==> src/rtl/onehot_decoder_seq_if.sv <==
// rtl/onehot_decoder_seq_if.sv - handshake and output bundle for the sequenced 3-to-8 decoder
interface onehot_decoder_seq_if;
    logic [2:0] A;
    logic       A_VALID;
    logic       A_READY;
    logic       SCAN_EN;
    logic [7:0] O;
    logic       O_VALID;
    logic       BUSY;

    // Control logic side: offers codes and the scan request, observes the one-hot output
    modport master (
        output A,
        output A_VALID,
        output SCAN_EN,
        input  A_READY,
        input  O,
        input  O_VALID,
        input  BUSY
    );

    // Decoder side
    modport slave (
        input  A,
        input  A_VALID,
        input  SCAN_EN,
        output A_READY,
        output O,
        output O_VALID,
        output BUSY
    );
endinterface

==> src/rtl/onehot_decoder_seq.sv <==
// rtl/onehot_decoder_seq.sv - sequenced 3-to-8 one-hot decoder with hold, gap and scan modes
module onehot_decoder_seq #(
    parameter int HOLD_CYCLES = 4,
    parameter int GAP_CYCLES  = 1,
    parameter int CNT_W       = 8
) (
    input  logic                 CLK,
    input  logic                 RST,
    onehot_decoder_seq_if.slave  bus
);

    typedef enum logic [1:0] {
        IDLE  = 2'd0,
        DRIVE = 2'd1,
        GAP   = 2'd2,
        SCAN  = 2'd3
    } state_t;

    // Counter reload values, evaluated at counter width so every compare is CNT_W wide.
    // A counter value of N means N further cycles remain after the current one.
    localparam logic [CNT_W-1:0] HOLD_LOAD = CNT_W'(HOLD_CYCLES - 1);
    localparam logic [CNT_W-1:0] GAP_LOAD  = CNT_W'((GAP_CYCLES > 0) ? (GAP_CYCLES - 1) : 0);
    localparam logic [CNT_W-1:0] CNT_ZERO  = '0;
    localparam bit               HAS_GAP   = (GAP_CYCLES > 0);

    state_t           state, state_n;
    logic [CNT_W-1:0] cnt, cnt_n;
    logic [2:0]       idx, idx_n;
    logic [2:0]       idx_inc;
    logic [7:0]       o_q, o_n;
    logic             o_valid_q;
    logic             busy_q;
    logic             accept;
    logic             cnt_done;

    // Codes are only taken in IDLE, and a pending scan request blocks them
    assign bus.A_READY = (state == IDLE) & ~bus.SCAN_EN;
    assign accept      = bus.A_VALID & bus.A_READY;
    assign cnt_done    = (cnt == CNT_ZERO);
    assign idx_inc     = idx + 3'd1;

    assign bus.O       = o_q;
    assign bus.O_VALID = o_valid_q;
    assign bus.BUSY    = busy_q;

    // Next-state, counter, scan index and output-pattern selection
    always_comb begin
        state_n = state;
        cnt_n   = cnt;
        idx_n   = idx;
        o_n     = o_q;

        unique case (state)
            IDLE: begin
                // Scan request wins over a simultaneous code; the code stays unconsumed
                if (bus.SCAN_EN) begin
                    state_n = SCAN;
                    idx_n   = 3'd0;
                    o_n     = 8'h01;
                    cnt_n   = HOLD_LOAD;
                end else if (accept) begin
                    state_n = DRIVE;
                    o_n     = 8'h01 << bus.A;
                    cnt_n   = HOLD_LOAD;
                end else begin
                    o_n     = 8'h00;
                    cnt_n   = CNT_ZERO;
                end
            end

            DRIVE: begin
                if (cnt_done) begin
                    o_n = 8'h00;
                    if (HAS_GAP) begin
                        state_n = GAP;
                        cnt_n   = GAP_LOAD;
                    end else begin
                        state_n = IDLE;
                        cnt_n   = CNT_ZERO;
                    end
                end else begin
                    cnt_n = cnt - 1'b1;
                end
            end

            GAP: begin
                o_n = 8'h00;
                if (cnt_done) begin
                    state_n = IDLE;
                    cnt_n   = CNT_ZERO;
                end else begin
                    cnt_n = cnt - 1'b1;
                end
            end

            SCAN: begin
                // SCAN_EN is only sampled at slot boundaries so a slot is never cut short
                if (cnt_done) begin
                    if (bus.SCAN_EN) begin
                        idx_n = idx_inc;
                        o_n   = 8'h01 << idx_inc;
                        cnt_n = HOLD_LOAD;
                    end else begin
                        o_n   = 8'h00;
                        idx_n = 3'd0;
                        if (HAS_GAP) begin
                            state_n = GAP;
                            cnt_n   = GAP_LOAD;
                        end else begin
                            state_n = IDLE;
                            cnt_n   = CNT_ZERO;
                        end
                    end
                end else begin
                    cnt_n = cnt - 1'b1;
                end
            end

            default: begin
                state_n = IDLE;
                cnt_n   = CNT_ZERO;
                idx_n   = 3'd0;
                o_n     = 8'h00;
            end
        endcase
    end

    // State, counter and registered outputs; reset clears everything immediately
    always_ff @(posedge CLK or posedge RST) begin
        if (RST) begin
            state     <= IDLE;
            cnt       <= CNT_ZERO;
            idx       <= 3'd0;
            o_q       <= 8'h00;
            o_valid_q <= 1'b0;
            busy_q    <= 1'b0;
        end else begin
            state     <= state_n;
            cnt       <= cnt_n;
            idx       <= idx_n;
            o_q       <= o_n;
            o_valid_q <= |o_n;
            busy_q    <= (state_n != IDLE);
        end
    end

endmodule

==> src/flat_wrapper.sv <==
// flat-port wrapper written by rule: the top's interface ports become plain ports
module onehot_decoder_seq_flat 
#(
    parameter int HOLD_CYCLES = 4,
    parameter int GAP_CYCLES  = 1,
    parameter int CNT_W       = 8
)
  (CLK, RST, bus_A, bus_A_VALID, bus_SCAN_EN, bus_A_READY, bus_O, bus_O_VALID, bus_BUSY);
  onehot_decoder_seq_if bus_i ();
  input  logic CLK;
  input  logic RST;
  input wire logic [$bits(bus_i.A)-1:0] bus_A;
  input wire logic [$bits(bus_i.A_VALID)-1:0] bus_A_VALID;
  input wire logic [$bits(bus_i.SCAN_EN)-1:0] bus_SCAN_EN;
  output wire logic [$bits(bus_i.A_READY)-1:0] bus_A_READY;
  output wire logic [$bits(bus_i.O)-1:0] bus_O;
  output wire logic [$bits(bus_i.O_VALID)-1:0] bus_O_VALID;
  output wire logic [$bits(bus_i.BUSY)-1:0] bus_BUSY;
  assign bus_i.A = bus_A;
  assign bus_i.A_VALID = bus_A_VALID;
  assign bus_i.SCAN_EN = bus_SCAN_EN;
  assign bus_A_READY = bus_i.A_READY;
  assign bus_O = bus_i.O;
  assign bus_O_VALID = bus_i.O_VALID;
  assign bus_BUSY = bus_i.BUSY;
  onehot_decoder_seq #(.HOLD_CYCLES(HOLD_CYCLES), .GAP_CYCLES(GAP_CYCLES), .CNT_W(CNT_W)) u_core (.CLK(CLK), .RST(RST), .bus(bus_i));
endmodule
==> config.mk <==
export PLATFORM = sky130hd
export DESIGN_NAME = onehot_decoder_seq_flat
export DESIGN_NICKNAME = d
export VERILOG_FILES = /design/src/rtl/onehot_decoder_seq_if.sv /design/src/rtl/onehot_decoder_seq.sv /design/src/flat_wrapper.sv
export SDC_FILE = /design/constraint.sdc
export NUM_CORES = 1
export LEC_CHECK = 0
export BUFFER_PORTS_ARGS = -buffer_cell sky130_fd_sc_hd__buf_2
export CAP_MARGIN = 20
export CORE_MARGIN = 4
export CORE_UTILIZATION = 59
export DETAILED_ROUTE_END_ITERATION = 12
export PLACE_DENSITY = 0.81
export SETUP_SLACK_MARGIN = 0.05
export SKIP_LAST_GASP = 1
export SLEW_MARGIN = 20
export SYNTH_ARGS = -nofsm -noshare
export SYNTH_HDL_FRONTEND = slang
export SYNTH_SLANG_ARGS = --single-unit
export TNS_END_PERCENT = 10
==> constraint.sdc <==
create_clock -name CLK -period 3.3 [get_ports CLK]
set_input_delay 0.99 -clock CLK [delete_from_list [all_inputs] [get_ports CLK]]
set_output_delay 0.99 -clock CLK [all_outputs]
set_load 0.05 [all_outputs]
# == Yosys cells after proc, flatten, opt, wreduce, memory -nomap -nowiden ==
# Cells that the tools add are included.
# op_classes
add_sub_neg,2
n_eq_ne,5
shift,2
mux,23
n_bitwise,3
n_reduce_logical,7
# op_table
cell,count
two-way mux 8 bit,8
case mux 8 bit (4 select lines),1
case mux 8 bit (3 select lines),1
two-way mux 2 bit,8
"left shift 1 x 3 -> 8 bit, first input constant",2
two-way mux 3 bit,3
logical NOT 8 bit,1
case mux 2 bit (4 select lines),1
OR reduction 8 bit,1
"subtractor 8 x 1 -> 8 bit, second input constant",1
case mux 3 bit (2 select lines),1
"== test 2 bit, second input constant",2
nonzero test 2 bit,2
"adder 3 x 1 -> 3 bit, second input constant",1
AND reduction 3 bit,1
AND 1 bit,2
"== test 2 x 1 -> 1 bit, second input constant",1
logical NOT 2 bit,1
"!= test 2 x 1 -> 1 bit, second input constant",1
"!= test 2 bit, second input constant",1
OR reduction 2 bit,1
NOT 1 bit,1
# word_totals
ff_bits,23
input_bits,7
output_inout_bits,11

# == Depth between registers and ports, before layout ==
# logic_depth
depth_word,7
mapped_depth,8

# == Least setup slack after synthesis ==
# OpenSTA, ideal clock, no wires.
# synth_timing
path_kind,input -> output
startpoint,in bus_SCAN_EN
endpoint,out bus_A_READY
t_arrival_ns,1.901
required_time_ns,2.310
path_slack_ns,0.409
cell_stages,2
n_path_buf,1
path_cell_list,clkbuf_1 > nor2b_1
# synth_via
elab_chain_len,2
# synth_rtl
item,line,text
from (decl),flat_wrapper.sv:14,input wire logic [$bits(bus_i.SCAN_EN)-1:0] bus_SCAN_EN;
NOT 1 bit,onehot_decoder_seq.sv:37,assign bus.A_READY = (state == IDLE) & ~bus.SCAN_EN;
AND 1 bit,onehot_decoder_seq.sv:37,
to (decl),flat_wrapper.sv:15,output wire logic [$bits(bus_i.A_READY)-1:0] bus_A_READY;
# No other way between the ends.

# == Final worst setup path ==
# layout_timing
startpoint,reg u_core.state[1]
endpoint,out bus_A_READY
# layout_via
elab_chain_len,2
# layout_rtl
item,line,text
from (decl),onehot_decoder_seq.sv:26,"state_t state, state_n;"
from (signal assigned),onehot_decoder_seq.sv:138,state <= state_n;
logical NOT 2 bit,onehot_decoder_seq.sv:37,
AND 1 bit,onehot_decoder_seq.sv:37,
# No other way between the ends.

==> metrics.json <==
{
  "run_status": {"value": "finished clean"},
  "final_net_count": {"value": 186},
  "area_grow_syn2layout": {"value": 8.84, "unit": "%"},
  "ys.warnings.count": {"value": 0},
  "rows": {"value": 17},
  "cts.path.max_buffers": {"value": 2},
  "detailedPlacementHpwl": {"value": 2280, "unit": "um"},
  "design.portCount": {"value": 18},
  "die_w": {"value": 57.5, "unit": "um"},
  "mapped_cells": {"value": 151},
  "grt_pass1_wl": {"value": 5000, "unit": "um"},
  "netlist.area_leader.share": {"value": 0.399},
  "total_count_of_max_transition_violations_in_the_final_report": {"value": 0},
  "first_global_vias": {"value": 1177},
  "power.total": {"value": 1290, "unit": "uW"},
  "worst_setup_path_start_kind": {"value": "flop"},
  "diodes": {"value": 0},
  "p_per_cell_area": {"value": 822, "unit": "nW/um2"},
  "worst_pin_slew": {"value": 0.868, "unit": "ns"},
  "drt-pass1-iter-count": {"value": 4},
  "die_height": {"value": 57.5, "unit": "um"},
  "holdBufCountCts": {"value": 0},
  "post-cts-setup-buffer-count": {"value": 0},
  "placement.io_buffers": {"value": 17},
  "min_period_over_period": {"value": 0.818},
  "cp-end-kind": {"value": "output pin"},
  "ys_seq_area_frac": {"value": 0.399},
  "cts.clk_slew.worst_paths": {"value": 0.13, "unit": "ns"},
  "filler_cell_count": {"value": 178},
  "cell_with_the_most_instances_after_synthesis": {"value": "dfrtp_1"},
  "synth_top_area_cell": {"value": "dfrtp_1"},
  "critical_path_required": {"value": 2.31, "unit": "ns"},
  "critical_path_buf_inv_count": {"value": 2},
  "ys_async_sr_fraction": {"value": 1.00},
  "min_period": {"value": 2.70, "unit": "ns"},
  "worst-path-stages": {"value": 4},
  "r2r_cells": {"value": 7},
  "max-vdd-ir-drop": {"value": 0.542, "unit": "mV"},
  "worstSkewPairLatency": {"value": 0.31, "unit": "ns"},
  "finalHoldViolations": {"value": 0},
  "leakage": {"value": 0.000761, "unit": "uW"},
  "critPathMaxFanout": {"value": 9},
  "critical_path_arrival": {"value": 1.71, "unit": "ns"},
  "worstSetupPathType": {"value": "flop to output pin"},
  "initial_core_utilization": {"value": 0.634},
  "cts_tree": {"value": "yes"},
  "unrepaired_setup_endpoints_after_global_routing": {"value": "false"},
  "setup_viol": {"value": 0},
  "total_die_area": {"value": 3300, "unit": "um2"},
  "final.setup.worst_slack": {"value": 0.601, "unit": "ns"},
  "slew_headroom": {"value": 0.421},
  "track_usage": {"value": 0.190},
  "viasPerCell": {"value": 6.14},
  "critPathMaxStageDelay": {"value": 0.45, "unit": "ns"},
  "synthTopCellsByArea": {"value": "dfrtp_1 (40%), ha_1 (9.5%), nand2_1 (3.9%)"},
  "hold_path_class": {"value": "flop to flop"},
  "stdcell_count": {"value": 195},
  "grt.overflow.total": {"value": 0},
  "max_cap_violations": {"value": 0},
  "clock.fmax": {"value": 370, "unit": "MHz"},
  "yosysUniqueCellTypes": {"value": 45},
  "finalWeightedCongestion": {"value": 0.888},
  "synth_nets": {"value": 169},
  "wl_per_cell": {"value": 15.2, "unit": "um"},
  "fin_worst_skew": {"value": 0.00284, "unit": "ns"},
  "netlist_area": {"value": 1440, "unit": "um2"},
  "drc_violation_total_after_the_first_tritonroute_iteration": {"value": 50},
  "ys_dominant_reg_cell": {"value": "dfrtp_1"},
  "synth_seq_cells": {"value": 23},
  "place_ws": {"value": 0.710, "unit": "ns"},
  "route.final.wire_length": {"value": 2960, "unit": "um"},
  "total_via_count_after_detailed_routing": {"value": 1198},
  "layout_cells_sized_above_1": {"value": 0.186},
  "crit_path_slowest_cell": {"value": "dfrtp_1"},
  "whs_path_depth": {"value": 1},
  "postLayoutCoreUtil": {"value": 0.690},
  "number_of_placed_instances_with_taps_included": {"value": 191},
  "number_of_cts_inserted_buffers": {"value": 3},
  "cts_sinks": {"value": 23},
  "detail_route.drc_violations": {"value": 0},
  "core_area": {"value": 2280, "unit": "um2"},
  "postCtsResizedCells": {"value": 0},
  "netlist_top_cells_count": {"value": "dfrtp_1 (23), nand2_1 (15), nor2_1 (14)"},
  "worst_path_dominant_cell_family": {"value": "flip-flops"},
  "final_antenna_net_count": {"value": 0},
  "cts-htree-levels": {"value": 1},
  "totalNegativeSetupSlack": {"value": 0, "unit": "ns"},
  "path_cells": {"value": "inv_1 > ha_1 > nor2b_1 > buf_2"},
  "pin_count_of_the_biggest_net_entering_global_routing": {"value": 24},
  "post_synth.cell_area_avg": {"value": 9.56, "unit": "um2"},
  "synth_edf_count": {"value": 0},
  "antenna_violations_before_repair": {"value": 0},
  "ctsRootBufferMaster": {"value": "clkbuf_4"}
}
## registers in the layout, indices dropped and copies added, names as in the netlist
name / cells
u_core.bus.O: 8
u_core.cnt: 8
u_core.idx: 3
u_core.state: 2
u_core.bus.BUSY: 1
u_core.bus.O_VALID: 1
## final cells by class
cell class	count	area (um2)	share of cell area
multi-input cells	110	800	0.509
flip-flops and latches	23	576	0.366
repair buffers	17	85.1	0.0541
inverters	13	48.8	0.0311
well taps	28	35.0	0.0223
clock buffers	3	22.5	0.0143
clock inverters	1	5.00	0.00318
## cell families (layout without fill, tap and decap cells)
kind of cell / Yosys count / in the layout / share of synthesized area
flops: 23 / 23 / 0.399
xor+xnor: 5 / 5 / 0.0303
compound gates: 42 / 42 / 0.219
buf+inv: 18 / 34 / 0.0477
fa+ha+maj: 11 / 11 / 0.0953
simple gates: 52 / 52 / 0.209
## path summary, 6_finish.rpt
kind                                                start                      endpoint  slack [ns]
worst max register to register    u_core.cnt[0]$_DFF_PP0_  u_core.bus.O_VALID$_DFF_PP0_        1.05
max in group asynchronous                             RST     u_core.bus.O[4]$_DFF_PP0_        1.94
worst min-delay path            u_core.idx[2]$_DFFE_PP0P_     u_core.idx[2]$_DFFE_PP0P_        0.51
worst max-delay path            u_core.state[1]$_DFF_PP0_                   bus_A_READY        0.60
worst min register to register  u_core.idx[2]$_DFFE_PP0P_     u_core.idx[2]$_DFFE_PP0P_        0.51
min in group asynchronous                             RST     u_core.bus.O[6]$_DFF_PP0_        0.83
## power by group
| part | switching (uW) | internal, uW | total, uW |
|---|---|---|---|
| combinational | 465 | 282 | 747 |
| clock | 86.5 | 45.3 | 132 |
| sequential | 62.8 | 351 | 414 |
| total | 614 | 678 | 1290 |
## routing by layer
metal / track usage / part of all wire / vias to the layer above
met5: 0 / 0 / -
met4: 0.0795 / 0.020 / 0
met3: 0.0362 / 0.056 / 9
met2: 0.321 / 0.47 / 39
met1: 0.236 / 0.45 / 578
li1: - / - / 572
## metrics by stage
step / instance area, um2 / hold WS [ns]
finish: 1570 / 0.512
global placement: 1540 / 0.493
floorplan: 1440 / 0.471
CTS: 1570 / 0.517
detailed placement: 1540 / 0.499
global route: 1570 / 0.549
## cell usage in the layout, fill, tap and decap left out, drive strengths merged, types with 3 or more instances in the layout
cell type  netlist  final
a21oi            7      7
a22o             3      3
a22oi            5      5
and2             3      3
buf              1     17
clkbuf           4      3
dfrtp           23     23
ha              11     11
inv             13     13
nand2           15     15
nand3            4      4
nor2            14     14
nor3             3      3
o21ai            8      8
xnor2            5      5
No activity file was read; power rests on OpenSTA's default activity.
